`src/rtl/fifo_rd_packer_if.sv`:
```
// Bundle for the packer: FIFO read side (rdata/rempty/rinc/flush) and the packed beat stream.
// The packer sits on the master modport. The FIFO and downstream environment sit on slave.
interface fifo_rd_packer_if #(
  parameter int DSIZE = 8,
  parameter int PACK  = 4
);
  logic [DSIZE-1:0]      rdata;
  logic                  rempty;
  logic                  rinc;
  logic                  flush;
  logic [DSIZE*PACK-1:0] m_data;
  logic [PACK-1:0]       m_keep;
  logic                  m_valid;
  logic                  m_ready;
  logic [15:0]           beat_cnt;

  modport master (
    input  rdata, rempty, flush, m_ready,
    output rinc, m_data, m_keep, m_valid, beat_cnt
  );

  modport slave (
    output rdata, rempty, flush, m_ready,
    input  rinc, m_data, m_keep, m_valid, beat_cnt
  );
endinterface

```
`src/rtl/fifo_rd_packer.sv`:
```
// Pops words from a FIFO head and packs PACK of them into one wide beat.
// Partial beats are released by flush or after TIMEOUT consecutive empty cycles.
module fifo_rd_packer #(
  parameter int DSIZE   = 8,
  parameter int PACK    = 4,
  parameter int TIMEOUT = 16
) (
  input  logic              rclk,
  input  logic              rrst,
  fifo_rd_packer_if.master  bus
);
  localparam int CW = $clog2(PACK);
  localparam int IW = $clog2(TIMEOUT);

  typedef enum logic {COLLECT = 1'b0, HOLD = 1'b1} state_t;

  state_t                state, state_nxt;
  logic [DSIZE*PACK-1:0] data_q;
  logic [PACK-1:0]       keep_q;
  logic [CW-1:0]         cnt;
  logic [IW-1:0]         idle;
  logic [15:0]           beat_cnt_q;
  logic                  rinc, m_valid;
  logic                  last_lane, timeout_hit;

  assign last_lane   = (cnt == CW'(PACK - 1));
  assign timeout_hit = (idle == IW'(TIMEOUT - 1));

  // NOTE: sequential state uses non-blocking assignments so every register samples pre-edge values.
  always_ff @(posedge rclk) begin
    if (rrst) state <= COLLECT;
    else      state <= state_nxt;
  end

  // NOTE: each always_comb output gets a default first. This keeps every path assigned and infers no latch.
  always_comb begin
    state_nxt = state;
    case (state)
      COLLECT: begin
        if (rinc) begin
          if (last_lane || bus.flush) state_nxt = HOLD;
        end else if (cnt != '0 && bus.rempty && (bus.flush || timeout_hit)) begin
          state_nxt = HOLD;
        end
      end
      HOLD:    if (bus.m_ready) state_nxt = COLLECT;
      default: state_nxt = COLLECT;
    endcase
  end

  // Popping in HOLD is only safe when the held beat leaves on this same edge.
  always_comb begin
    rinc    = 1'b0;
    m_valid = 1'b0;
    case (state)
      COLLECT: rinc = ~bus.rempty;
      HOLD: begin
        m_valid = 1'b1;
        rinc    = bus.m_ready & ~bus.rempty;
      end
      default: ;
    endcase
    if (rrst) rinc = 1'b0;
  end

  // NOTE: the beat buffer is reset on purpose. Unwritten lanes must read as zero, including after a reset.
  always_ff @(posedge rclk) begin
    if (rrst) begin
      data_q     <= '0;
      keep_q     <= '0;
      cnt        <= '0;
      idle       <= '0;
      beat_cnt_q <= '0;
    end else begin
      case (state)
        COLLECT: begin
          if (rinc) begin
            data_q[int'(cnt)*DSIZE +: DSIZE] <= bus.rdata;
            keep_q[cnt] <= 1'b1;
            idle        <= '0;
            cnt         <= (state_nxt == HOLD) ? '0 : cnt + CW'(1);
          end else if (cnt != '0 && bus.rempty) begin
            if (state_nxt == HOLD) begin
              cnt  <= '0;
              idle <= '0;
            end else begin
              idle <= idle + IW'(1);
            end
          end
        end
        HOLD: begin
          if (bus.m_ready) begin
            beat_cnt_q <= beat_cnt_q + 16'd1;
            data_q     <= '0;
            keep_q     <= '0;
            cnt        <= '0;
            idle       <= '0;
            if (rinc) begin
              data_q[DSIZE-1:0] <= bus.rdata;
              keep_q[0]         <= 1'b1;
              cnt               <= CW'(1);
            end
          end
        end
        default: ;
      endcase
    end
  end

  assign bus.rinc     = rinc;
  assign bus.m_valid  = m_valid;
  assign bus.m_data   = data_q;
  assign bus.m_keep   = keep_q;
  assign bus.beat_cnt = beat_cnt_q;
endmodule

```
`src/flat_wrapper.sv`:
```
// flat-port wrapper written by rule: the top's interface ports become plain ports
module fifo_rd_packer_flat 
#(
  parameter int DSIZE   = 8,
  parameter int PACK    = 4,
  parameter int TIMEOUT = 16
)
  (rclk, rrst, bus_rdata, bus_rempty, bus_flush, bus_m_ready, bus_rinc, bus_m_data, bus_m_keep, bus_m_valid, bus_beat_cnt);
  fifo_rd_packer_if #(.DSIZE(DSIZE), .PACK(PACK)) bus_i ();
  input  logic rclk;
  input  logic rrst;
  input wire logic [$bits(bus_i.rdata)-1:0] bus_rdata;
  input wire logic [$bits(bus_i.rempty)-1:0] bus_rempty;
  input wire logic [$bits(bus_i.flush)-1:0] bus_flush;
  input wire logic [$bits(bus_i.m_ready)-1:0] bus_m_ready;
  output wire logic [$bits(bus_i.rinc)-1:0] bus_rinc;
  output wire logic [$bits(bus_i.m_data)-1:0] bus_m_data;
  output wire logic [$bits(bus_i.m_keep)-1:0] bus_m_keep;
  output wire logic [$bits(bus_i.m_valid)-1:0] bus_m_valid;
  output wire logic [$bits(bus_i.beat_cnt)-1:0] bus_beat_cnt;
  assign bus_i.rdata = bus_rdata;
  assign bus_i.rempty = bus_rempty;
  assign bus_i.flush = bus_flush;
  assign bus_i.m_ready = bus_m_ready;
  assign bus_rinc = bus_i.rinc;
  assign bus_m_data = bus_i.m_data;
  assign bus_m_keep = bus_i.m_keep;
  assign bus_m_valid = bus_i.m_valid;
  assign bus_beat_cnt = bus_i.beat_cnt;
  fifo_rd_packer #(.DSIZE(DSIZE), .PACK(PACK), .TIMEOUT(TIMEOUT)) u_core (.rclk(rclk), .rrst(rrst), .bus(bus_i));
endmodule
```
`config.mk`:
```
export PLATFORM = sky130hd
export DESIGN_NAME = fifo_rd_packer_flat
export DESIGN_NICKNAME = d
export VERILOG_FILES = /design/src/rtl/fifo_rd_packer_if.sv /design/src/rtl/fifo_rd_packer.sv /design/src/flat_wrapper.sv
export SDC_FILE = /design/constraint.sdc
export NUM_CORES = 1
export LEC_CHECK = 0
export CORE_MARGIN = 8
export CORE_UTILIZATION = 45
export CTS_CLUSTER_SIZE = 25
export DETAILED_ROUTE_END_ITERATION = 16
export DONT_BUFFER_PORTS = 1
export GPL_TIMING_DRIVEN = 0
export HOLD_SLACK_MARGIN = 0.1
export PLACE_DENSITY = 0.59
export SLEW_MARGIN = 20
export SYNTH_ARGS = -nofsm -noshare
export SYNTH_HDL_FRONTEND = slang
export SYNTH_SLANG_ARGS = --single-unit
```
`constraint.sdc`:
```
create_clock -name rclk -period 1.7 [get_ports rclk]
set_input_delay 0.085 -clock rclk [delete_from_list [all_inputs] [get_ports rclk]]
set_output_delay 0.085 -clock rclk [all_outputs]
set_load 0.05 [all_outputs]
```
After elaboration in Yosys (flattened, before gate mapping)
Index checks and enable logic that the tools add are counted.

Word-level logic and storage cells: 65. Flip-flop bits (word level): 59. Bits of input ports: 13.

Multiplexer cells: 31. Equality and inequality tests: 6. Reduce and logical (&&, ||, !) cells: 10. Add/subtract/negate cells: 4. Order comparisons: 2. Shift operators: 2. Bitwise operators: 4.

Operator list (count): two-way mux 32 bit (2); one-hot mux 32 bit (2 select lines) (1); negation 5 -> 33 bit (1); variable shift 8 x 33 -> 32 bit, first input constant (1); variable part select 8 x 33 -> 32 bit (1); bitwise mux 32 bit (1); two-way mux 4 bit (6); adder 16 x 1 -> 16 bit, second input constant (1); one-hot mux 4 bit (2 select lines) (2); two-way mux 2 bit (5); two-way mux 1 bit (9); two-way mux 8 bit (1); != test 3 x 2 -> 1 bit, second input constant (2); AND reduction 2 bit (3); adder 4 x 1 -> 4 bit, second input constant (1); equality test 4 bit, second input constant (1); != test 2 bit, second input constant (2); bitwise OR 4 bit (1); one-hot mux 1 bit (2 select lines) (2); one-hot mux 2 bit (2 select lines) (1); logical AND 1 bit (3); < comparator 2 x 3 -> 1 bit, second input constant (1); AND reduction 3 bit (1); adder 2 x 1 -> 2 bit, second input constant (1); 7 further kinds (9).

Depth between registers and ports, before layout
Gate-level depths: netlist (run 1).

Depth in word-level cells: 10. Mapped depth: 7.

Worst setup path after synthesis (run 1)
No wires, ideal clock.

Path kind: register -> register. Start point: register u_core.beat_cnt_q[4] (netlist: u_core.bus.beat_cnt[4]). End point: register u_core.beat_cnt_q[14] (netlist: u_core.bus.beat_cnt[14]). Stages on the path, launching flop included: 5. Library setup time: 70 ps. Clock period less this slack: 2000 ps. Data arrival time: 1929 ps. Required time: 1630 ps. Path slack: -300 ps. Cells stage by stage: dfxtp_1 > and4_1 > nand4_1 > or4_1 > a21oi_1.

Longest elaborated chain between the ends: 1.

RTL lines: start: declaration (RTL line fifo_rd_packer.sv:22) `logic [15:0] beat_cnt_q;`; start signal: assignment (RTL line fifo_rd_packer.sv:93) `beat_cnt_q <= beat_cnt_q + 16'd1;`; adder 16 x 1 -> 16 bit (RTL line fifo_rd_packer.sv:93).

No other way between the ends. A chain may end at the register's enable or synchronous reset.

Worst setup path after layout (run 1)
Start point: register u_core.cnt[0]. End point: register u_core.data_q[3] (netlist: u_core.bus.m_data[3]).

Longest elaborated chain between the ends: 5. Elaborated cells on any way between the ends: 6.

RTL lines: start: declaration (RTL line fifo_rd_packer.sv:20) `logic [CW-1:0] cnt;`; start signal: assignment (RTL line fifo_rd_packer.sv:81) `cnt <= (state_nxt == HOLD) ? '0 : cnt + CW'(1);`; negation 5 -> 33 bit (*) (RTL line fifo_rd_packer.sv:78) `data_q[int'(cnt)*DSIZE +: DSIZE] <= bus.rdata;`; variable part select 8 x 33 -> 32 bit / variable shift 8 x 33 -> 32 bit (equally long branches) (RTL line fifo_rd_packer.sv:78); bitwise mux 32 bit (*) (RTL line fifo_rd_packer.sv:78); two-way mux 32 bit (*) (RTL line fifo_rd_packer.sv:77) `if (rinc) begin`; one-hot mux 32 bit (2 select lines) (*) (RTL line fifo_rd_packer.sv:75) `case (state)`; end signal: indexed assignment (RTL line fifo_rd_packer.sv:78); end signal: indexed assignment (RTL line fifo_rd_packer.sv:99) `data_q[DSIZE-1:0] <= bus.rdata;`; end: declaration (RTL line fifo_rd_packer.sv:18) `logic [DSIZE*PACK-1:0] data_q;`.

Mark *: on every way between the ends. The rest lies on a longest branch, timed or not. The select of a mux whose other input is x is not followed.

==> results.json, run 1 <==
{
  "critPathLaunchType": "flop",
  "cp-end-kind": "flop",
  "place_inst": 362,
  "top_layer": "met4",
  "cts_buffers": 9,
  "critPathArrivalTime_ns": 1.98,
  "syn_area_per_cell_um2": 8.70,
  "rows": 27,
  "grt_pass1_wl_mm": 11.7,
  "fill_cells": 501,
  "wl_per_cell_um": 18.2,
  "routed_wirelength_mm": 7.28,
  "cts_tree": "yes",
  "clock_path_buffers": 2,
  "die_y_um": 90.9,
  "initialDrtViolationCount": 145,
  "cts_max_level": 3,
  "floorplan.initialDensity": 0.461,
  "synth_cell_type_count": 42,
  "r2r-end": "u_core.bus.m_data[3]",
  "crit_fanout": 8,
  "dp_slack_ns": -0.301,
  "fmaxAchievable_mhz": 588,
  "r2r-start": "u_core.cnt[0]",
  "ys_seq_area_frac": 0.468,
  "vias_per_cell": 5.67,
  "worst_pin_slew_ns": 0.645,
  "io_buffers": 0,
  "status": "complete, no violations",
  "design_area_um2": 3210,
  "synth_flop_cell": "dfxtp_1",
  "firstDrtPassIters": 4,
  "p_leak_nw": 1.07,
  "rsz0062_at_grt": "yes",
  "layout-drive-gt1-share": 0.247,
  "dieArea_um2": 8260,
  "setup_violations": 0,
  "antenna_cells": 0,
  "route.met2.wl_mm": 3.33,
  "drv_slew": 0,
  "p_per_area_nw_per_um2": 994,
  "synthArstFlopShare": 0,
  "synth-seq-cells": 59,
  "finalHoldViolations": 0,
  "hold_path.class": "input pin to flop",
  "die_w_um": 90.9,
  "critPathKind": "flop to flop",
  "endpoint": "u_core.bus.m_data[3]",
  "synth_edf_count": 0,
  "coreArea_um2": 5470,
  "final_cell_count_no_fill": 400,
  "gr-total-overflow": 0,
  "setup_slack_ns": 0.0000691,
  "grt_antenna_before_repair": 0,
  "m1WireLength_mm": 3.28,
  "dpl_cell_area_um2": 2650,
  "timing.clock.skew_ns": 0.0111,
  "slew_headroom": 0.569,
  "vias": 2266,
  "ff2ff_setup_slack_ns": 0.00007,
  "grt_pass1_vias": 2213,
  "r2r_cells": 7,
  "tns_ns": 0,
  "netlist_area_um2": 2520,
  "drc": 0,
  "syn-num-nets": 309,
  "yosys_warnings": 0,
  "grt_usage": 0.178,
  "cap_violations": 0,
  "synth_cells": 290,
  "clock_latency_ns": 0.35,
  "io_pins": 67,
  "cts_root_buffer": "clkbuf_8",
  "drtAntennaViolNets": 0,
  "fin_crit_sh": 1.00,
  "place.gp.congestion": 0.754,
  "period_needed_ns": 1.70,
  "ir_worst_vdd_uv": 460,
  "cp-startpoint": "u_core.cnt[0]",
  "dp_hpwl_mm": 4.96,
  "finalNetCount": 342,
  "clk_pin_slew_ns": 0.07,
  "grt_max_degree": 11,
  "wl_met3_um": 459,
  "syn2layout_area_growth_pct": 27.1,
  "clock_sinks": 59,
  "hold_slack_ns": 0.209,
  "worstPathRequired_ns": 1.98
}
repair_timing:
item,4_1_cts,5_1_grt
setup buffers,10,4
hold buffers,11,0
gates cloned,0,0
hold endpoints to repair,39,0
pin swaps,5,13
endpoints found under the setup margin,45,43
gates resized for setup,21,24
power by group:
group          total [mW]  leakage, nW  internal, mW  switching (mW)
combinational       0.353        0.481         0.149           0.205
clock                1.33        0.106         0.755           0.574
sequential           1.51        0.486          1.40           0.108
routing by layer:
metal,vias up,GRT usage
met4,0,0.0955
met1,1061,0.208
met3,19,0.0707
li1,1124,-
met5,-,0
met2,62,0.272
area by class of cell:
cell class | instances | area, um2 | share of cell area
Sequential cell | 59 | 1220 | 0.381
Buffer | 11 | 50.0 | 0.0156
Clock inverter | 4 | 48.8 | 0.0152
Multi-Input combinational cell | 212 | 1400 | 0.436
Tap cell | 72 | 90.1 | 0.0281
Timing Repair Buffer | 25 | 223 | 0.0694
Clock buffer | 12 | 155 | 0.0484
Inverter | 5 | 21.3 | 0.00663
cells by family (layout without fill, tap and decap cells):
kind of cell    count (synthesis)  in the layout  synth area share
compound gates                 71             71             0.172
xor+xnor                        8              8            0.0278
fa+ha+maj                       6              6            0.0298
buf+inv                        19             57            0.0293
flops                          59             59             0.468
mux                             1              1           0.00446
simple gates                  126            126             0.268
critical path, cell delays in order, from the launching register on:
cell and delay [ns]:
dfxtp_2 0.36, inv_4 0.05, ha_4 0.22, or4b_4 0.51
a22oi_2 0.14, buf_6 0.17, a22oi_2 0.06, nor2_1 0.13
flip-flops by register name (all words and copies together) (netlist names):
| register | flops |
|---|---|
| u_core.cnt | 2 |
| u_core.bus.m_data | 32 |
| u_core.state | 1 |
| u_core.bus.m_keep | 4 |
| u_core.idle | 4 |
| u_core.bus.beat_cnt | 16 |
stage by stage:
stage               power, mW   util
floorplan                1.71      -
global placement         1.78  0.485
detailed placement       1.78  0.485
CTS                      3.16  0.568
global route             3.30  0.586
finish                   3.19  0.586
cells in the mapped netlist, types with 3 or more instances:
library cell	n	area (um2)
ha_1	6	75.1
nand4_1	5	31.3
a21oi_1	41	205
dfxtp_1	59	1180
nor2_1	26	97.6
clkbuf_1	9	33.8
buf_1	3	11.3
xor2_1	4	35.0
xnor2_1	4	35.0
o31ai_1	6	45.0
nand2b_1	3	18.8
nand4b_1	8	70.1
nand3_1	22	110
o21ai_0	4	20.0
a22oi_1	11	82.6
and4_1	4	35.0
or4_1	5	37.5
nand2_1	33	124
inv_1	5	18.8
cell usage in the layout, fill, tap and decap left out, types with 3 or more instances in the layout:
cell	netlist	routed
a21oi_1	41	34
a21oi_2	0	7
a22oi_1	11	3
a22oi_2	1	9
buf_4	0	12
clkbuf_1	9	7
clkbuf_8	0	11
dfxtp_1	59	45
dfxtp_2	0	5
dfxtp_4	0	9
dlygate4sd3_1	0	11
ha_1	6	4
inv_1	5	3
nand2_1	33	33
nand2b_1	3	3
nand3_1	22	22
nand4_1	5	5
nand4b_1	8	8
nor2_1	26	26
o21ai_0	4	4
o31ai_1	6	6
or4_1	5	4
xnor2_1	4	4
xor2_1	4	4
worst min path at each step:
stage | slack (ns) | depth (start not counted) | endpoint | from
floorplan | 0.19 | 1 | u_core.idle[2] | bus_flush
global placement | 0.20 | 1 | u_core.idle[2] | bus_flush
detailed placement | 0.20 | 1 | u_core.idle[2] | bus_flush
CTS | 0.19 | 2 | u_core.bus.beat_cnt[4] | rrst
global route | 0.22 | 2 | u_core.bus.beat_cnt[4] | rrst
finish | 0.21 | 2 | u_core.bus.beat_cnt[4] | rrst
No activity file was read; power rests on OpenSTA's default activity.
==> run 2: changes to the inputs <==
--- a/config.mk
+++ b/config.mk
@@ -5,7 +5,7 @@
 export SDC_FILE = /design/constraint.sdc
 export NUM_CORES = 1
 export LEC_CHECK = 0
-export CORE_MARGIN = 8
+export CORE_MARGIN = 2
 export CORE_UTILIZATION = 45
 export CTS_CLUSTER_SIZE = 25
 export DETAILED_ROUTE_END_ITERATION = 16
==> run 2 against run 1 <==
  * The run now ends with setup timing left
  * Clock power is 9.8% higher
  * Worst setup slack worse by 0.033 ns
  * Non-clock buffer count is 3 higher
  * Critical path type unchanged
  * Clock skew hardly changed
  * Wire length is 6.1% lower
  * Combinational power hardly changed
  * Count of clock-buffer cells in the layout is 2 higher
  * Critical endpoint unchanged
  * Via count is 1.9% higher
  * Hold slack worse by 0.022 ns
  * Critical path depth stayed put
==> results.json, run 2 (synthesis results as in run 1) <==
{
  "status": "complete, but fails checks",
  "violations": "setup timing",
  "finalHoldViolations": 0,
  "switching_share": 0.265,
  "setup_slack_ns": -0.0334,
  "rsz0062_at_grt": "yes",
  "grt_pass1_vias": 2108,
  "ir_worst_vdd_uv": 572,
  "utilization": 0.603,
  "initialDrtViolationCount": 57,
  "critPathArrivalTime_ns": 2.00,
  "critPathLaunchType": "flop",
  "clock_latency_ns": 0.33,
  "cap_violations": 0,
  "drc": 0,
  "io_buffers": 0,
  "worstPathRequired_ns": 1.97,
  "worst_pin_slew_ns": 0.597,
  "die_w_um": 78.9,
  "grt_antenna_before_repair": 0,
  "combPwrFrac": 0.106,
  "setup_violations": 4,
  "dp_hpwl_mm": 4.53,
  "firstDrtPassIters": 4,
  "largest_reg_flops": 32,
  "grt_max_degree": 11,
  "cts_max_level": 3,
  "gr-total-overflow": 0,
  "coreArea_um2": 5470,
  "dp_slack_ns": -0.286,
  "vias": 2310,
  "grt_usage": 0.220,
  "hold_slack_ns": 0.188,
  "finalNetCount": 345,
  "syn2layout_area_growth_pct": 30.8,
  "clkPwrFrac": 0.440,
  "antenna_cells": 0,
  "period_needed_ns": 1.73,
  "clk_pin_slew_ns": 0.07,
  "routed_wirelength_mm": 6.84,
  "dpl_cell_area_um2": 2650,
  "design_area_um2": 3300,
  "hold_path.class": "input pin to flop",
  "timing.clock.skew_ns": 0.0113,
  "clock_path_buffers": 2,
  "critPathKind": "flop to flop",
  "drtAntennaViolNets": 0,
  "dieArea_um2": 6220,
  "p_sw_uw": 879,
  "drv_slew": 0,
  "grt_pass1_wl_mm": 10.7,
  "p_leak_nw": 1.10,
  "p_seq_frac": 0.454,
  "wl_per_cell_um": 17.0,
  "p_per_area_nw_per_um2": 1010,
  "cts_root_buffer": "clkbuf_8",
  "fin_crit_sh": 1.02,
  "intPower_mw": 2.44,
  "final_cell_mix": "dfxtp_1 (42), a21oi_1 (34), nand2_1 (32), nor2_1 (26), nand3_1 (22)",
  "fill_cells": 503,
  "ff2ff_setup_slack_ns": -0.03,
  "floorplan.initialDensity": 0.461,
  "place.gp.congestion": 0.747,
  "final_cell_count_no_fill": 403,
  "cts_buffers": 9,
  "final_common_cell": "dfxtp_1",
  "vias_per_cell": 5.73,
  "slew_headroom": 0.602,
  "layout-drive-gt1-share": 0.278,
  "place_inst": 362,
  "die_y_um": 78.9,
  "io_pins": 67,
  "cts_tree": "yes",
  "cp-end-kind": "flop",
  "crit_fanout": 8,
  "rows": 27,
  "clock_sinks": 59,
  "fmaxAchievable_mhz": 577
}
run 2: power by group through the flow:
stage,logic (mW),registers (mW),clock network (mW)
6_report,0.352,1.51,1.46
5_1_grt,0.385,1.51,1.54
4_1_cts,0.317,1.50,1.47
3_5_place_dp,0.239,1.54,0
3_3_place_gp,0.236,1.54,0
2_1_floorplan,0.187,1.53,0
run 2: critical path, stage by stage (launching register included):
cell and delay (ns):
dfxtp_2 0.35, inv_4 0.04, ha_4 0.24, or4b_4 0.51
a22oi_2 0.15, buf_6 0.17, a22oi_2 0.06, nor2_1 0.13
run 2: repair_timing:
item,CTS,global route
endpoints found under the setup margin,44,38
endpoints found under the hold margin,39,0
buffers inserted,9,7
cloned,0,1
pin swaps,10,30
resized for setup,23,32
hold buffers,11,0
run 2: worst paths after layout:
kind	startpoint	endpoint	cells after the start
setup reg to reg	u_core.cnt[0]	u_core.bus.m_data[3]	7
hold / removal	bus_m_ready	u_core.bus.m_data[13]	4
setup / recovery	u_core.cnt[0]	u_core.bus.m_data[3]	7
hold reg to reg	u_core.idle[3]	u_core.idle[3]	1
run 2: through the flow:
step | TNS, ns | power (mW)
after floorplan | -0.0178 | 1.71
after global placement | -4.55 | 1.77
after detailed placement | -4.79 | 1.78
after CTS | -0.226 | 3.29
after global routing | -0.745 | 3.43
final | -0.0601 | 3.32
run 2: cell type report:
| type | instances | area (um2) | area share |
|---|---|---|---|
| Tap cell | 72 | 90.1 | 0.0273 |
| Clock inverter | 2 | 38.8 | 0.0118 |
| Buffer | 11 | 47.5 | 0.0144 |
| Timing Repair Buffer | 28 | 249 | 0.0755 |
| Inverter | 5 | 21.3 | 0.00645 |
| Multi-Input combinational cell | 212 | 1430 | 0.434 |
| Sequential cell | 59 | 1220 | 0.371 |
| Clock buffer | 14 | 194 | 0.0588 |
run 2: layer usage:
metal  share of wire  track usage
met5               0            0
met4           0.017       0.0793
met2            0.46        0.336
met1            0.45        0.287
met3           0.067       0.0818
